$ cat config.mk
export PLATFORM = sky130hd
export DESIGN_NAME = control_sequencer
export DESIGN_NICKNAME = d
export VERILOG_FILES = /design/src/rtl/control_sequencer.sv
export SDC_FILE = /design/constraint.sdc
export NUM_CORES = 1
export LEC_CHECK = 0
export BUFFER_PORTS_ARGS = -buffer_cell sky130_fd_sc_hd__buf_2
export CORE_MARGIN = 3
export CORE_UTILIZATION = 42
export DETAILED_ROUTE_END_ITERATION = 8
export PLACE_DENSITY = 0.84
export SYNTH_ARGS = -nofsm -noshare
export SYNTH_HDL_FRONTEND = slang
export SYNTH_SLANG_ARGS = --single-unit
$ cat constraint.sdc
create_clock -name clk -period 5.8 [get_ports clk]
set_clock_uncertainty 0.1 [all_clocks]
set_input_delay 1.16 -clock clk [delete_from_list [all_inputs] [get_ports clk]]
set_output_delay 1.16 -clock clk [all_outputs]
set_load 0.01 [all_outputs]
$ cat src/rtl/control_sequencer.sv
// Hardwired control unit: sequence counter, opcode decode, run flip-flop and micro-op strobes.
// Optional interrupt support (FGI/FGO/IEN/R, interrupt cycle, I/O instructions) under `INTERRUPT_EN`.
module control_sequencer #(
  parameter int DW   = 16,
  parameter int SC_W = 3
) (
  input  logic               clk,
  input  logic               rst_n,
  input  logic               START,
  input  logic [DW-1:0]      IR,
  input  logic               AC_SIGN,
  input  logic               AC_ZERO,
  input  logic               E_ZERO,
  input  logic               DR_ZERO,
`ifdef INTERRUPT_EN
  input  logic               FGI,
  input  logic               FGO,
  output logic               IEN,
  output logic               R,
`endif
  output logic [2**SC_W-1:0] T,
  output logic [7:0]         D,
  output logic               I,
  output logic               RUN,
  output logic [19:0]        UOP,
  output logic [11:0]        RR
);

  localparam int AR_LD_PC = 0;
  localparam int IR_LD    = 1;
  localparam int PC_INC   = 2;
  localparam int AR_LD_IR = 3;
  localparam int AR_LD_M  = 4;
  localparam int DR_LD_M  = 5;
  localparam int AC_AND   = 6;
  localparam int AC_ADD   = 7;
  localparam int AC_LD_DR = 8;
  localparam int M_WR_AC  = 9;
  localparam int PC_LD_AR = 10;
  localparam int M_WR_PC  = 11;
  localparam int AR_INC   = 12;
  localparam int DR_INC   = 13;
  localparam int M_WR_DR  = 14;
  localparam int SC_CLR   = 15;
  localparam int INT_SAVE = 16;
  localparam int INT_VEC  = 17;
  localparam int INP      = 18;
  localparam int OUT      = 19;

  logic [SC_W-1:0] sc_q, sc_nxt;
  logic            run_q, run_nxt;
  logic [7:0]      d_q, d_nxt;
  logic            i_q, i_nxt;
  logic            r_q;
  logic            skip;

`ifdef INTERRUPT_EN
  logic ien_q, ien_nxt, r_nxt;
  assign IEN = ien_q;
  assign R   = r_q;
`else
  assign r_q = 1'b0;
`endif

  assign T   = {{(2**SC_W-1){1'b0}}, 1'b1} << sc_q;
  assign D   = d_q;
  assign I   = i_q;
  assign RUN = run_q;

  always_ff @(posedge clk or negedge rst_n) begin
    if (!rst_n) begin
      sc_q  <= '0;
      run_q <= 1'b0;
      d_q   <= '0;
      i_q   <= 1'b0;
`ifdef INTERRUPT_EN
      ien_q <= 1'b0;
      r_q   <= 1'b0;
`endif
    end else begin
      sc_q  <= sc_nxt;
      run_q <= run_nxt;
      d_q   <= d_nxt;
      i_q   <= i_nxt;
`ifdef INTERRUPT_EN
      ien_q <= ien_nxt;
      r_q   <= r_nxt;
`endif
    end
  end

  // START only matters while stopped, so a HLT in flight always wins over it.
  always_comb begin
    sc_nxt  = sc_q;
    run_nxt = run_q;
    d_nxt   = d_q;
    i_nxt   = i_q;
    if (!run_q) begin
      if (START) run_nxt = 1'b1;
    end else begin
      sc_nxt = UOP[SC_CLR] ? '0 : sc_q + SC_W'(1);
      if (!r_q && T[2]) begin
        d_nxt = 8'b1 << IR[DW-2 -: 3];
        i_nxt = IR[DW-1];
      end
      if (RR[0]) run_nxt = 1'b0;
    end
`ifdef INTERRUPT_EN
    ien_nxt = ien_q;
    r_nxt   = r_q;
    if (run_q) begin
      if (!(T[0] || T[1] || T[2]) && ien_q && (FGI || FGO)) r_nxt = 1'b1;
      if (r_q && T[2]) begin
        ien_nxt = 1'b0;
        r_nxt   = 1'b0;
      end
      if (T[3] && d_q[7] && i_q) begin
        if (IR[7]) ien_nxt = 1'b1;
        if (IR[6]) ien_nxt = 1'b0;
      end
    end
`endif
  end

  always_comb begin
    RR   = '0;
    UOP  = '0;
    if (run_q && d_q[7] && !i_q && T[3]) RR = IR[11:0];
    skip = (RR[4] & ~AC_SIGN) | (RR[3] & AC_SIGN) | (RR[2] & AC_ZERO) | (RR[1] & E_ZERO);
    if (run_q) begin
      if (r_q) begin
        UOP[INT_SAVE] = T[0];
        UOP[INT_VEC]  = T[1];
        if (T[2]) begin
          UOP[PC_INC] = 1'b1;
          UOP[SC_CLR] = 1'b1;
        end
      end else begin
        UOP[AR_LD_PC] = T[0];
        UOP[IR_LD]    = T[1];
        UOP[PC_INC]   = T[1];
        UOP[AR_LD_IR] = T[2];
      end
      if (T[3]) begin
        if (!d_q[7]) begin
          UOP[AR_LD_M] = i_q;
        end else if (!i_q) begin
          UOP[SC_CLR] = 1'b1;
          UOP[PC_INC] = skip;
        end else begin
          UOP[SC_CLR] = 1'b1;
`ifdef INTERRUPT_EN
          UOP[INP]    = IR[11];
          UOP[OUT]    = IR[10];
          UOP[PC_INC] = (IR[9] & FGI) | (IR[8] & FGO);
`endif
        end
      end
      // Memory-reference execute phase; every path ends with SC_CLR.
      if (!d_q[7]) begin
        if (T[4]) begin
          UOP[DR_LD_M]  = d_q[0] | d_q[1] | d_q[2] | d_q[6];
          UOP[M_WR_AC]  = d_q[3];
          UOP[PC_LD_AR] = d_q[4];
          UOP[M_WR_PC]  = d_q[5];
          UOP[AR_INC]   = d_q[5];
          UOP[SC_CLR]   = d_q[3] | d_q[4];
        end
        if (T[5]) begin
          UOP[AC_AND]   = d_q[0];
          UOP[AC_ADD]   = d_q[1];
          UOP[AC_LD_DR] = d_q[2];
          UOP[PC_LD_AR] = d_q[5];
          UOP[DR_INC]   = d_q[6];
          UOP[SC_CLR]   = d_q[0] | d_q[1] | d_q[2] | d_q[5];
        end
        if (T[6] && d_q[6]) begin
          UOP[M_WR_DR] = 1'b1;
          UOP[PC_INC]  = DR_ZERO;
          UOP[SC_CLR]  = 1'b1;
        end
      end
    end
  end

endmodule

[After elaboration in Yosys (flattened, before gate mapping)]
Cells that the tools add are included.
Storage, ports and cells
  input port bits: 23
  word-level logic and storage cells: 50
  output and inout bits: 50
  bits in registers: 13
Operators by class
  shift operators: 2
  reduce and logical (&&, ||, !) cells: 6
  multiplexer cells: 24
  add/subtract/negate cells: 1
  bitwise operators: 13
Operator list (count)
  two-way mux 1 bit: 17
  two-way mux 16 bit: 1
  << shifter 1 x 3 -> 8 bit, first input constant: 2
  two-way mux 12 bit: 1
  two-way mux 11 bit: 1
  bitwise OR 1 bit: 8
  two-way mux 3 bit: 2
  AND 1 bit: 4
  logical AND 1 bit: 4
  two-way mux 4 bit: 1
  adder 3 x 1 -> 3 bit, second input constant: 1
  two-way mux 2 bit: 1
  AND reduction 2 bit: 1
  logical NOT 1 bit: 1
  inverter 1 bit: 1

[Logic depth before layout (Yosys ltp)]
  depth in word-level cells: 15
  depth in mapped cells: 7
  gate-level depth less buffers: 6

[Least setup slack after synthesis]
Ideal clock, no wire load.
  path kind: input -> output
  start point: in AC_SIGN
  end point: out UOP[2]
  arrival time: 1.631 ns
  buffers on the path: 0
  stages on the path: 4
  data required time: 4.540 ns
  slack: 2.909 ns
  path through: mux2i_1 nand2_1 nand2_1 a31oi_1
Between the ends
  longest elaborated chain between the ends: 11
  elaborated cells on any way between the ends: 12
  those cells by class: 6 x mux; 6 x bitwise
RTL lines
  start, declared: RTL line 11  | input logic AC_SIGN,
  inverter 1 bit: RTL line 129  | skip = (RR[4] & ~AC_SIGN) | (RR[3] & AC_SIGN) | (RR[2] & AC_ZERO) | (RR[1] & E_ZERO);
  AND 1 bit: RTL line 129
  bitwise OR 1 bit (*) (3 in series): RTL line 129
  two-way mux 1 bit (*): RTL line 147  | end else if (!i_q) begin
  two-way mux 1 bit (*): RTL line 145  | if (!d_q[7]) begin
  two-way mux 1 bit (*): RTL line 144  | if (T[3]) begin
  two-way mux 1 bit: RTL line 177  | if (T[6] && d_q[6]) begin
  two-way mux 1 bit (*): RTL line 160  | if (!d_q[7]) begin
  two-way mux 16 bit (*): RTL line 130  | if (run_q) begin
  end, declared: RTL line 25  | output logic [19:0] UOP,
Every way passes the cells marked *; elsewhere a longest branch is shown, timed or not.

[Worst setup path in the final report]
  start point: reg sc_q[2]
  end point: out UOP[2]
Between the ends
  longest elaborated chain between the ends: 13
  elaborated cells on any way between the ends: 17
  those cells by class: 1 x shift; 7 x mux; 7 x bitwise; 2 x reduce/logical
RTL lines
  start, declared: RTL line 50  | logic [SC_W-1:0] sc_q, sc_nxt;
  start signal, assigned: RTL line 81  | sc_q <= sc_nxt;
  << shifter 1 x 3 -> 8 bit (*): RTL line 65  | assign T = {{(2**SC_W-1){1'b0}}, 1'b1} << sc_q;
  logical AND 1 bit: RTL line 128  | if (run_q && d_q[7] && !i_q && T[3]) RR = IR[11:0];
  two-way mux 12 bit: RTL line 128
  AND 1 bit: RTL line 129
  bitwise OR 1 bit (3 in series): RTL line 129
  two-way mux 1 bit: RTL line 147
  two-way mux 1 bit: RTL line 145
  two-way mux 1 bit: RTL line 144
  two-way mux 1 bit: RTL line 177
  two-way mux 1 bit (*): RTL line 160
  two-way mux 16 bit (*): RTL line 130
Marked as above.

==> results_dict.tcl <==
set metrics [dict create \
    routed_wl_mm 2.79 \
    grt_pass1_vias 930 \
    drive_above_1_share 0.420 \
    cp.arrival_ns 2.36 \
    critical_path_class "reg -> out" \
    post_cts_resized 0 \
    ant_nets 0 \
    grt_overflow 0 \
    grtUsageTotal 0.203 \
    path_clk_slew_ns 0.08 \
    n_antenna_cell 0 \
    dp_hpwl_mm 2.34 \
    hold_viol_final 0 \
    holdCritPathClass "reg -> reg" \
    syn_area_sq_um 962 \
    min_period_over_period 0.624 \
    ys.flop_type "dfrtp_1" \
    drt_first_iter_violations 20 \
    clock_latency_ns 0.28 \
    post_cts_buffers 0 \
    io_buffers 68 \
    synth_area_leader_cell "dfrtp_1" \
    vias_per_cell 4.98 \
    finalNetCount 211 \
    core_area_sq_um 2060 \
    clk_path_buf_depth 2 \
    synthTopCellsByCount "and2_1 (21), nand2_1 (15), dfrtp_1 (13), inv_1 (9)" \
    cellLeakagePower_uw 0.000807 \
    critPathLaunchType "flop" \
    ctsRootBufferMaster "clkbuf_4" \
    synth_enable_flop_cells 0 \
    setup_violations 0 \
    tightest_slew_ns 0.937 \
    wl_per_cell_um 13.4 \
    end_kind "output port" \
    cts_tree "done" \
    drtPass1Iterations 4 \
    synth_seq_cells 13 \
    rsz0062_at_grt "false" \
    synth.most_common_cell "and2_1" \
    fin_crit_ns 3.62 \
    ys_types 31 \
    yosysTopAreaCellShare 0.338 \
    die_y_um 53.9 \
    htreeDepth 1 \
    start_util 0.467 \
    fin_setup_tns_ns 0 \
    cts.sink_count 13 \
    clock.fmax_mhz 276 \
    cts_made_buffers 3 \
    grt_pass1_wl_mm 4.21 \
    gp_congestion 0.836 \
    path_max_fanout 13 \
    synthCells 115 \
    synth_seq_area_share 0.338 \
    grt_max_degree 19 \
    cap_violations 0 \
    die_w_um 53.9 \
    antenna_found_initial 0 \
    drcViolationCount 0 \
    drv_slew 0 \
    status "finished, final reports clean" \
    critical_path_required_ns 4.54 \
    relSlewSlack 0.370 \
    ys_warn_count 0 \
    synth_top_cells_by_area "dfrtp_1 (34%), and2_1 (14%), ha_1 (7.8%)" \
    rows 16 \
    vias 1036 \
    finalPower_uw 476 \
    die-area_sq_um 2900 \
    area_growth_pct 36.9 \
    power.density_nw_per_um2 361 \
    synth-async-reset-ratio 1.00 \
    avgSynthCellArea_sq_um 8.37 \
    ir_worst_vdd_uv 200 \
    hold_buffers 0 \
    boundaryPins 73 \
]
==> critical path, cell delays in order (launching register included) <==
cell	delay [ns]
dfrtp_1	0.49
inv_1	0.11
ha_1	0.19
nand2_1	0.09
nor3_1	0.73
nand2_1	0.12
a31oi_1	0.19
buf_2	0.15
==> flip-flops by register name, indices dropped and copies added, names as in the netlist <==
signal / count
D: 8
sc_q: 3
RUN: 1
I: 1
==> path summary, 6_finish.rpt <==
kind	startpoint	to	slack (ns)	cells after the start
hold / removal	D[2]$_DFFE_PN0P_	D[2]$_DFFE_PN0P_	0.43	2
min in group asynchronous	rst_n	D[3]$_DFFE_PN0P_	0.64	1
setup reg to reg	sc_q[2]$_DFFE_PN0P_	RUN$_DFF_PN0_	3.69	6
hold reg to reg	D[2]$_DFFE_PN0P_	D[2]$_DFFE_PN0P_	0.43	2
setup / recovery	sc_q[2]$_DFFE_PN0P_	UOP[2]	2.18	7
max in group asynchronous	rst_n	D[4]$_DFFE_PN0P_	4.73	1
==> logic make-up (layout without fill, tap and decap cells) <==
logic type	count (synthesis)	after routing	synth area share
adders and majority gates	6	6	0.0780
other	1	4	0.00390
buffers and inverters	18	81	0.0949
AOI/OAI and AO/OA	20	20	0.155
muxes	2	2	0.0221
and+or+nand+nor	55	55	0.308
DFF	13	13	0.338
==> cell usage in the layout (no fill, tap or decap), types with 2 or more instances in the layout <==
| cell type | n |
|---|---|
| nor2_1 | 4 |
| inv_1 | 9 |
| o21ai_0 | 3 |
| dfrtp_1 | 13 |
| o22ai_1 | 3 |
| clkbuf_4 | 3 |
| nand2_1 | 15 |
| nand3_1 | 3 |
| o21a_1 | 2 |
| conb_1 | 4 |
| o41ai_1 | 4 |
| o31ai_1 | 3 |
| buf_2 | 68 |
| nor2b_1 | 2 |
| and2_1 | 21 |
| nor3_1 | 4 |
| ha_1 | 6 |
==> where the power goes <==
group / switching (uW) / internal, uW / total, uW / leakage (uW)
clock network: 31.2 / 25.6 / 56.9 / 0.0000177
registers: 33.9 / 118 / 152 / 0.000165
logic: 153 / 114 / 267 / 0.000624
==> metal layers <==
metal / global-route usage / vias up / share of wire
li1: - / 515 / -
met1: 0.220 / 466 / 0.39
met2: 0.355 / 40 / 0.52
met3: 0.0526 / 15 / 0.054
met4: 0.115 / 0 / 0.040
met5: 0 / - / 0
==> final cells by class <==
type | instances | area, sq um
Fill cell | 173 | 744
Timing Repair Buffer | 68 | 340
Clock inverter | 1 | 5.00
Clock buffer | 3 | 22.5
Sequential cell | 13 | 325
Multi-Input combinational cell | 87 | 557
Tap cell | 27 | 33.8
Inverter | 9 | 33.8
==> through the flow <==
stage / hold WS (ns) / setup WS, ns / util / cells / area [sq um]
6_report: 0.432 / 2.18 / 0.639 / 208 / 1320
5_1_grt: 0.461 / 1.94 / 0.639 / 208 / 1320
4_1_cts: 0.433 / 2.18 / 0.639 / 208 / 1320
3_5_place_dp: 0.412 / 2.50 / 0.626 / 204 / 1290
3_3_place_gp: 0.406 / 2.70 / 0.626 / 204 / 1290
2_1_floorplan: 0.430 / 2.91 / - / 118 / 973
(Power assumes the default switching activity.)
